$ cat src/rtl/dds_pkg.sv
// Shared widths, state encoding and configuration record for the DDS phase generator.
package dds_pkg;

  localparam int ACC_W   = 24;
  localparam int PHASE_W = 8;

  typedef enum logic [1:0] {
    IDLE  = 2'd0,
    RUN   = 2'd1,
    SWEEP = 2'd2
  } state_t;

  // One complete configuration; the shadow and the active copy share this shape.
  typedef struct packed {
    logic [ACC_W-1:0]   ftw;
    logic [PHASE_W-1:0] offset;
    logic [ACC_W-1:0]   step;
    logic [ACC_W-1:0]   end_ftw;
  } cfg_t;

  // A sweep only makes sense when there is a non-zero step and room to climb.
  function automatic logic sweep_wanted(input cfg_t c);
    return (c.step != '0) && (c.ftw < c.end_ftw);
  endfunction

endpackage

$ cat src/rtl/dds_phase_gen.sv
// Phase accumulator with shadowed configuration applied at accumulator wrap,
// programmable phase offset and an optional linear tuning-word sweep.
module dds_phase_gen
  import dds_pkg::*;
(
  input  logic               clk,
  input  logic               rst_n,
  input  logic               enable,
  input  logic               sync,
  input  logic               cfg_valid,
  output logic               cfg_ready,
  input  logic [ACC_W-1:0]   cfg_ftw,
  input  logic [PHASE_W-1:0] cfg_offset,
  input  logic [ACC_W-1:0]   cfg_step,
  input  logic [ACC_W-1:0]   cfg_end,
  output logic [PHASE_W-1:0] phase,
  output logic               phase_valid,
  output logic               wrap,
  output logic               sweep_done
);

  state_t             state_q, state_d;
  logic [ACC_W-1:0]   acc_q, acc_d;
  logic               carry_q, carry_d;     // carry-out that travels with acc_q
  cfg_t               act_q, act_d;
  cfg_t               shadow_q, shadow_d;
  logic               pending_q, pending_d;
  logic [PHASE_W-1:0] phase_q, phase_d;
  logic               phase_valid_q;
  logic               wrap_q;
  logic               sweep_done_q, sweep_done_d;

  logic               running;
  logic               accept;
  logic               apply;
  logic [ACC_W:0]     acc_sum;
  logic [ACC_W:0]     sweep_sum;

  // Next-state logic: accumulation, handshake, shadow apply, sweep and FSM.
  always_comb begin
    running   = (state_q != IDLE);
    accept    = cfg_valid && !pending_q;
    // Idle applies right away; running waits for the cycle after a wrap so
    // the frequency change lands on a phase boundary. sync blocks the apply.
    apply     = pending_q && !sync && (running ? carry_q : 1'b1);
    acc_sum   = {1'b0, acc_q} + {1'b0, act_q.ftw};
    sweep_sum = {1'b0, act_q.ftw} + {1'b0, act_q.step};

    acc_d        = acc_q;
    carry_d      = 1'b0;
    act_d        = act_q;
    shadow_d     = shadow_q;
    pending_d    = pending_q;
    sweep_done_d = 1'b0;
    state_d      = state_q;

    // sync wins over accumulation and swallows any carry of this cycle
    if (sync) begin
      acc_d = '0;
    end else if (running) begin
      acc_d   = acc_sum[ACC_W-1:0];
      carry_d = acc_sum[ACC_W];
    end

    if (accept) begin
      shadow_d  = {cfg_ftw, cfg_offset, cfg_step, cfg_end};
      pending_d = 1'b1;
    end

    // A fresh configuration overrides the sweep update on the same wrap.
    // The addition above always uses the old tuning word.
    if (apply) begin
      act_d     = shadow_q;
      pending_d = 1'b0;
    end else if (state_q == SWEEP && carry_q) begin
      if (sweep_sum >= {1'b0, act_q.end_ftw}) begin
        act_d.ftw    = act_q.end_ftw;
        sweep_done_d = 1'b1;
      end else begin
        act_d.ftw = sweep_sum[ACC_W-1:0];
      end
    end

    if (!enable) begin
      state_d = IDLE;
    end else if (apply || state_q == IDLE) begin
      state_d = sweep_wanted(act_d) ? SWEEP : RUN;
    end else if (sweep_done_d) begin
      state_d = RUN;
    end

    phase_d = acc_q[ACC_W-1 -: PHASE_W] + act_q.offset;
  end

  // State and output registers; reset discards any pending configuration.
  always_ff @(posedge clk or negedge rst_n) begin
    if (!rst_n) begin
      state_q       <= IDLE;
      acc_q         <= '0;
      carry_q       <= 1'b0;
      act_q         <= '0;
      shadow_q      <= '0;
      pending_q     <= 1'b0;
      phase_q       <= '0;
      phase_valid_q <= 1'b0;
      wrap_q        <= 1'b0;
      sweep_done_q  <= 1'b0;
    end else begin
      state_q       <= state_d;
      acc_q         <= acc_d;
      carry_q       <= carry_d;
      act_q         <= act_d;
      shadow_q      <= shadow_d;
      pending_q     <= pending_d;
      phase_q       <= phase_d;
      phase_valid_q <= running;
      wrap_q        <= carry_q;
      sweep_done_q  <= sweep_done_d;
    end
  end

  assign cfg_ready   = !pending_q;
  assign phase       = phase_q;
  assign phase_valid = phase_valid_q;
  assign wrap        = wrap_q;
  assign sweep_done  = sweep_done_q;

endmodule

$ cat config.mk
export PLATFORM = sky130hd
export DESIGN_NAME = dds_phase_gen
export DESIGN_NICKNAME = d
export VERILOG_FILES = /design/src/rtl/dds_pkg.sv /design/src/rtl/dds_phase_gen.sv
export SDC_FILE = /design/constraint.sdc
export NUM_CORES = 1
export LEC_CHECK = 0
export ABC_AREA = 1
export ABC_CLOCK_PERIOD_IN_PS = 6400
export CELL_PAD_IN_SITES_DETAIL_PLACEMENT = 0
export CELL_PAD_IN_SITES_GLOBAL_PLACEMENT = 1
export CORE_MARGIN = 3
export CORE_UTILIZATION = 27
export DETAILED_ROUTE_END_ITERATION = 16
export GPL_TIMING_DRIVEN = 0
export PLACE_DENSITY_LB_ADDON = 0.05
export SETUP_SLACK_MARGIN = 0.15
export SYNTH_ARGS = -nofsm -noshare
export SYNTH_HDL_FRONTEND = slang
export SYNTH_SLANG_ARGS = --single-unit
$ cat constraint.sdc
create_clock -name clk -period 6.4 [get_ports clk]
set_input_delay 1.28 -clock clk [delete_from_list [all_inputs] [get_ports clk]]
set_output_delay 1.28 -clock clk [all_outputs]
set_load 0.1 [all_outputs]
After elaboration in Yosys (flattened, before gate mapping)
Index checks and enable logic that the tools add are counted.

Bits in registers: 199. Output and inout bits: 12. Input bits: 85.

Order comparisons: 2. Equal/unequal tests: 2. Reductions and logical operators: 13. $add $sub $neg: 3. Mux-type cells: 18.

Operators with widths (number): 2-to-1 mux 24 bit (5); adder 24 x 24 -> 25 bit (2); 2-to-1 mux 48 bit (1); >= comparator 25 x 24 -> 1 bit (1); less-than comparator 24 bit (1); nonzero test 24 bit (1); adder 8 bit (1); 2-to-1 mux 1 bit (8); 2-to-1 mux 2 bit (4); nonzero test 2 bit (3); logical AND 1 bit (5); inequality test 3 x 1 -> 1 bit, second input constant (1); equality test 2 bit, second input constant (1); zero test 1 bit (2); zero test 2 bit (1); logical OR 1 bit (1).

Depth between registers and ports, before layout
Gate-level depths: netlist of run 1.

Depth in word-level cells: 10. Depth in mapped cells: 39. Depth with buffers taken out: 39.

Worst setup path before layout of run 1
Ideal clock, no wire load.

Path kind: flip-flop to flip-flop. Start: register act_q[56] (netlist name). End: register state_q[0]. Library setup time: 116 ps. Required time: 6284 ps. Arrival: 4682 ps. Path slack: 1602 ps. Stages on the path, launching flop included: 37. Cell sequence: dfrtp_1 ha_1 fa_1 nand3_1 nand2_1 nand2_2 nand2_4 a21oi_2 o21ai_2 a21oi_2 inv_2 a21oi_2 o21bai_1 xor2_1 inv_2 ha_1 nand2_1 nor3_1 nand4_1 nand3b_1 nor2_2 nand2_4 inv_2 buf_2 o21ai_0 a21oi_1 o22ai_1 inv_1 ha_1 a21oi_1 nand3_1 a21oi_1 o21ai_1 a211oi_1 nand2_1 nand2_1 nand2_1.

RTL lines: start, declared (line dds_phase_gen.sv:25) `cfg_t act_q, act_d;`; start signal, assigned (line dds_phase_gen.sv:112) `act_q <= act_d;`; end signal, assigned (line dds_phase_gen.sv:109) `state_q <= state_d;`; end, declared (line dds_phase_gen.sv:22) `state_t state_q, state_d;`.

==> results of run 1 <==
## final cells by class
cell class | count | area [um2] | area share (%)
clock buffer | 18 | 439 | 3.16
timing repair buffer | 102 | 1060 | 7.65
inverter | 162 | 611 | 4.39
sequential | 199 | 4980 | 35.8
buffer | 36 | 168 | 1.21
multi-input combinational | 881 | 5770 | 41.5
clock inverter | 13 | 195 | 1.40
tap | 532 | 666 | 4.79
## cell usage in the layout, fill, tap and decap left out, types with 8 or more instances in the layout
| cell | instances |
|---|---|
| a21oi_1 | 89 |
| a21oi_2 | 9 |
| clkbuf_1 | 25 |
| clkbuf_16 | 17 |
| clkdlybuf4s50_1 | 95 |
| dfrtp_1 | 199 |
| ha_1 | 102 |
| inv_1 | 155 |
| mux2_2 | 80 |
| nand2_1 | 283 |
| nand3_1 | 20 |
| nor2_1 | 38 |
| nor4_1 | 8 |
| o21ai_0 | 107 |
| o21ai_1 | 10 |
| o22ai_1 | 17 |
| xnor2_1 | 12 |
| xor2_1 | 17 |
## sequential cells by signal, summed over array words and instances (netlist names)
name	count
acc_q	24
act_q	80
carry_q	1
pending_q	1
phase	8
phase_valid	1
shadow_q	80
state_q	2
sweep_done	1
wrap	1
## through the flow
step                hold slack (ns)  utilization [%]  worst slack (ns)  setup TNS, ns  total power [mW]
floorplan                     0.374                -              1.60              0              5.71
global placement              0.460             31.6             -5.40       -1069.97              7.33
detailed placement            0.463             31.8           -0.0403        -0.0616              7.35
CTS                           0.482             33.3             0.201              0              8.64
global route                  0.512             33.6             0.146              0              9.48
finish                        0.477             33.6             0.566              0              8.60
## power breakdown
| part | switching [mW] | internal (mW) | total [mW] | leakage, nW |
|---|---|---|---|---|
| registers | 0.467 | 1.86 | 2.32 | 2.41 |
| clock network | 0.540 | 0.668 | 1.21 | 0.300 |
| logic | 3.25 | 1.81 | 5.07 | 3.89 |
| total | 4.26 | 4.34 | 8.60 | 6.60 |
## worst paths after layout
path | depth (start not counted) | endpoint | startpoint | slack (ns)
max | 36 | state_q[0]$_DFFE_PN0P_ | act_q[56]$_DFF_PN0_ | 0.57
min | 2 | act_q[55]$_DFFE_PN0P_ | shadow_q[55]$_DFFE_PN0P_ | 0.48
max reg2reg | 36 | state_q[0]$_DFFE_PN0P_ | act_q[56]$_DFF_PN0_ | 0.57
min reg2reg | 2 | act_q[55]$_DFFE_PN0P_ | shadow_q[55]$_DFFE_PN0P_ | 0.48
max in group asynchronous | 2 | shadow_q[20]$_DFFE_PN0P_ | rst_n | 4.96
min in group asynchronous | 1 | acc_q[8]$_DFFE_PN0P_ | rst_n | 0.66
## repair_timing
item / in CTS / in global routing
buffers inserted: 0 / 4
endpoints found under the setup margin: 2 / 2
pin swaps: 0 / 7
resized for setup: 3 / 15
## cell families after synthesis
group | share of synthesized area [%]
xor+xnor | 2.22
mux | 8.21
compound gates | 13.1
simple gates | 14.7
buf+inv | 6.67
fa+ha+maj | 11.7
flops | 43.4
## cell usage after synthesis (all sizes together)
master	instances
a211oi	4
a21boi	3
a21oi	100
a311o	1
a31oi	4
and2	3
buf	11
clkbuf	25
dfrtp	199
fa	3
ha	102
inv	162
mux2	80
mux2i	4
nand2	291
nand3	25
nand3b	1
nand4	6
nor2	46
nor3	11
nor4	8
nor4b	1
o211ai	2
o21a	3
o21ai	123
o21bai	5
o221ai	3
o22ai	17
o31ai	1
or2	5
xnor2	12
xor2	17
## metal layers
metal	GRT usage, %	vias to the layer above	wire [um]	part of all wire (%)
met5	0	-	0	0
met1	23.9	4300	18200	50
met2	27.6	92	17100	47
met3	2.76	18	969	2.6
met4	4.32	0	387	1.1
li1	-	4519	-	-
## worst max-delay path, delay by kind of cell, from the launching register on
| family | cells | cell delay (ns) |
|---|---|---|
| DFF | 1 | 0.45 |
| adders and majority gates | 4 | 1.17 |
| xor gates and xnor gates | 1 | 0.21 |
| buffers and inverters | 6 | 0.66 |
| and+or+nand+nor | 14 | 1.49 |
| AOI/OAI and AO/OA | 11 | 1.70 |
==> out/results.tsv, run 1 <==
stage	metric	value	unit
placed_design	placed_area	13200	um2
clock_tree	hold_buffers	0	
synthesis	synth.top_cell.area_share	43.4	%
worst_setup_path	cp-end-kind	flip-flop	
detailed_routing	wl_per_cell	18.9	um
placed_design	portBuffers	96	
final_layout	fin_nets	1589	
detailed_routing	drc	0	
worst_setup_path	cpMostUsedCell	nand2_1	
floorplan	rows	74	
synthesis	avgSynthCellArea	8.97	um2
sta	drv_slew	0	
synthesis	synth_area_leaders	dfrtp_1 43%, ha_1 11%, nand2_1 9.3%	
worst_setup_path	start_kind	flip-flop	
clock_tree	cts_buffers	17	
sta	setup_viol	0	
clock_tree	clockBufferDepth	2	
detailed_routing	firstDrtPassIters	4	
worst_setup_path	worstPathRequired	6.76	ns
final_layout	areaGrowthSynthToFinish	21.2	%
detailed_routing	via_per_inst	4.60	
floorplan	initial_core_util	27.7	%
detailed_routing	drt-initial-drc-count	337	
synthesis	syn-instance-count	1278	
synthesis	synth.ff_latch_count	199	
floorplan	core	41400	um2
detailed_routing	drt-total-wl	36700	um
clock_tree	h-tree-depth	4	
global_route	first_global_vias	9335	
synthesis	syn-num-nets	1468	
sta	fin_skew	0.0168	ns
placed_design	dp_hpwl	29000	um
placed_design	dp_cells	1908	
worst_setup_path	path_class	reg2reg	
detailed_routing	antenna_left	0	
global_route	grt_antenna_before_repair	1	
worst_setup_path	worstPathArrival	6.20	ns
floorplan	die_area	45000	um2
sta	finalCritPeriodShare	91.2	%
sta	rsz0062_at_grt	no	
placed_design	gp_congestion	0.807	
clock_tree	clkSinkCount	199	
final_layout	n_fill_cell	4334	
detailed_routing	via_count	8929	
floorplan	pin_count	97	
synthesis	yosysSeqAreaShare	43.4	%
synthesis	synth_cell_type_count	50	
final_layout	fin_area	13900	um2
floorplan	fp.dieH	212	um
sta	hold_viol	0	
global_route	grt_usage	17.1	%
floorplan	fp.dieW	212	um
flow_run	max-cap-violations	0	
clock_tree	cts_root_buffer	clkbuf_16	
sta	worst_pin_slew	1.00	ns
final_layout	drive_above_1_share	13.0	%
worst_setup_path	max_stage_delay	0.45	ns
sta	slew_headroom	33.1	%
global_route	grt_pass1_wl	56600	um
pwr	static-leakage-power	6.60	nW
synthesis	yosys.area.top_type	dfrtp_1	
status	status	finished, final reports clean	
worst_hold_path	min_path_type	reg2reg	
clock_tree	clkLatencyLatePin	0.48	ns
synthesis	ys_warn_count	0	
sta	fmax	0.171	GHz
final_layout	antenna_cells	0	
clock_tree	cts_tree	done	
final_layout	instances_no_fill	1943	
pwr	ir_drop	0.224	mV
worst_setup_path	slowest_stage	dfrtp_1	
sta	period_minus_slack	5.83	ns
global_route	grt_overflow	0	
pwr	power_density	619	nW/um2
worst_setup_path	crit_fanout	10	
synthesis	syn_area	11500	um2
global_route	grt_max_degree	89	
clock_tree	cts.clk_slew.worst_paths	0.08	ns
Power figures use the tool's default switching activity.
==> run 2: changes to the inputs <==
Settings changed: CELL_PAD_IN_SITES_DETAIL_PLACEMENT 0 to 1, HOLD_SLACK_MARGIN set to 0.03.
==> run 2 against run 1 <==
  * Worst hold slack about the same
  * Die area unchanged
  * Register-to-register slack better by 0.02 ns
  * Clock skew down 0.0022 ns
  * Core utilization down 0.15 points
  * Cell area down 0.44%
  * Global-route usage up 0.31 points
  * Highest routed layer unchanged
==> out/results.tsv, run 2 (synthesized netlist as in run 1, its figures left out) <==
stage	metric	value	unit
status	status	finished, final reports clean	
pwr	p_seq_share	27.3	%
floorplan	pin_count	97	
sta	fin_skew	0.0146	ns
worst_setup_path	start_kind	flip-flop	
sta	fmax	0.172	GHz
pwr	static-leakage-power	6.57	nW
sta	setup_tns	0	ns
worst_hold_path	holdPathStages	2	
final_layout	antenna_cells	0	
detailed_routing	firstDrtPassIters	4	
floorplan	die_area	45000	um2
detailed_routing	drt-total-wl	37500	um
sta	setup_viol	0	
worst_setup_path	cpMostUsedCell	nand2_1	
worst_setup_path	path_class	reg2reg	
clock_tree	cts.clk_slew.worst_paths	0.08	ns
clock_tree	cts_tree	done	
placed_design	gp_congestion	0.807	
clock_tree	clkLatencyLatePin	0.47	ns
clock_tree	clockBufferDepth	2	
pwr	p_sw	4.29	mW
final_layout	fin_nets	1588	
sta	worst_pin_slew	0.978	ns
final_layout	instances_no_fill	1942	
detailed_routing	drc	0	
floorplan	fp.dieH	212	um
flow_run	max-cap-violations	0	
pwr	internal_power	4.23	mW
global_route	grt_overflow	0	
sta	whs	0.477	ns
floorplan	fp.dieW	212	um
placed_design	dp_cells	1908	
final_layout	areaGrowthSynthToFinish	20.6	%
detailed_routing	wl_per_cell	19.3	um
sta	drv_slew	0	
sta	setup_slack	0.587	ns
placed_design	dp_hpwl	30100	um
detailed_routing	via_per_inst	4.70	
detailed_routing	drt-initial-drc-count	306	
final_layout	fin_area	13800	um2
global_route	busiest_layer	met2	
worst_setup_path	crit_fanout	4	
floorplan	initial_core_util	27.7	%
clock_tree	h-tree-depth	4	
worst_setup_path	slowest_stage	dfrtp_1	
worst_hold_path	min_path_type	reg2reg	
clock_tree	cts_buffers	17	
pwr	p_sw_share	50.3	%
detailed_routing	antenna_left	0	
worst_setup_path	worstPathArrival	6.17	ns
worst_setup_path	reg2reg_depth	34	
sta	rsz0062_at_grt	no	
pwr	comb_power_share	59.5	%
placed_design	placed_area	13200	um2
final_layout	final_common_cell	nand2_1	
global_route	grt_max_degree	89	
floorplan	rows	74	
global_route	first_global_vias	9715	
floorplan	core	41400	um2
final_layout	top_regs	act_q: 80 flops, shadow_q: 80 flops, acc_q: 24 flops	
sta	slew_headroom	34.6	%
final_layout	postLayoutCoreUtil	33.4	%
final_layout	drive_above_1_share	13.1	%
placed_design	post-place-ws	-0.0469	ns
sta	hold_viol	0	
sta	period_minus_slack	5.81	ns
pwr	ir_drop	0.184	mV
placed_design	portBuffers	96	
global_route	use_met3	3.08	%
global_route	grt_antenna_before_repair	1	
clock_tree	cts_root_buffer	clkbuf_16	
pwr	clkPwrFrac	13.2	%
global_route	grt_pass1_wl	58000	um
sta	finalCritPeriodShare	90.8	%
pwr	power	8.52	mW
pwr	power_density	616	nW/um2
global_route	use_met2	28.9	%
clock_tree	clkSinkCount	199	
final_layout	layout_common_cells	283 x nand2_1, 199 x dfrtp_1, 155 x inv_1	
worst_setup_path	max_stage_delay	0.44	ns
worst_setup_path	worstPathRequired	6.76	ns
global_route	grt_usage	17.4	%
worst_setup_path	cp-end-kind	flip-flop	
global_route	grt_util_met1	23.8	%
detailed_routing	via_count	9118	
## run 2: cell count changes in the layout (fill, tap and decap cells not counted), sizes merged
cell	change
buf	-1
clkinvlp	-1
clkbuf	-1
clkinv	+3
bufinv	-2
inv	+1
## run 2: power by group through the flow
stage	clock, mW	combinational (mW)	sequential (mW)
floorplan	0	3.39	2.32
global placement	0	4.97	2.36
detailed placement	0	5.04	2.36
CTS	1.17	5.10	2.34
global route	1.21	5.80	2.41
finish	1.12	5.07	2.33
## run 2: layer usage
layer | wire length [um] | part of all wire [%] | vias to the layer above
met5 | 0 | 0 | -
met4 | 392 | 1.0 | 0
met3 | 1190 | 3.2 | 22
met2 | 17800 | 47 | 91
met1 | 18100 | 48 | 4498
li1 | - | - | 4507
## run 2: worst paths after layout
kind | start | to | slack [ns]
worst max-delay path | act_q[56]$_DFF_PN0_ | state_q[0]$_DFFE_PN0P_ | 0.59
worst min-delay path | shadow_q[51]$_DFFE_PN0P_ | act_q[51]$_DFFE_PN0P_ | 0.48
worst max register to register | act_q[56]$_DFF_PN0_ | state_q[0]$_DFFE_PN0P_ | 0.59
worst min register to register | shadow_q[51]$_DFFE_PN0P_ | act_q[51]$_DFFE_PN0P_ | 0.48
max in group asynchronous | rst_n | shadow_q[20]$_DFFE_PN0P_ | 4.96
min in group asynchronous | rst_n | acc_q[8]$_DFFE_PN0P_ | 0.67
## run 2: repair_timing
item                                    in CTS  in global routing
buffers inserted                             0                  3
hold buffers                                 0                  0
resized for setup                            3                 16
pin swaps                                    0                  2
endpoints found under the setup margin       2                  2
## run 2: critical path, delay by kind of cell (launching register included)
kind | cells | cell delay [ns]
adder cells (fa/ha/maj) | 4 | 1.19
buffers and inverters | 3 | 0.29
flip-flops | 1 | 0.44
XOR/XNOR | 1 | 0.20
AND/OR/NAND/NOR | 17 | 2.11
AO/OA/AOI/OAI | 9 | 1.49
## run 2: cell type report
| cell class | count | area, um2 |
|---|---|---|
| Buffer | 36 | 164 |
| Clock buffer | 17 | 425 |
| Clock inverter | 14 | 150 |
| Fill cell | 4800 | 27600 |
| Inverter | 162 | 611 |
| Multi-Input combinational cell | 881 | 5780 |
| Sequential cell | 199 | 4980 |
| Tap cell | 532 | 666 |
| Timing Repair Buffer | 101 | 1060 |
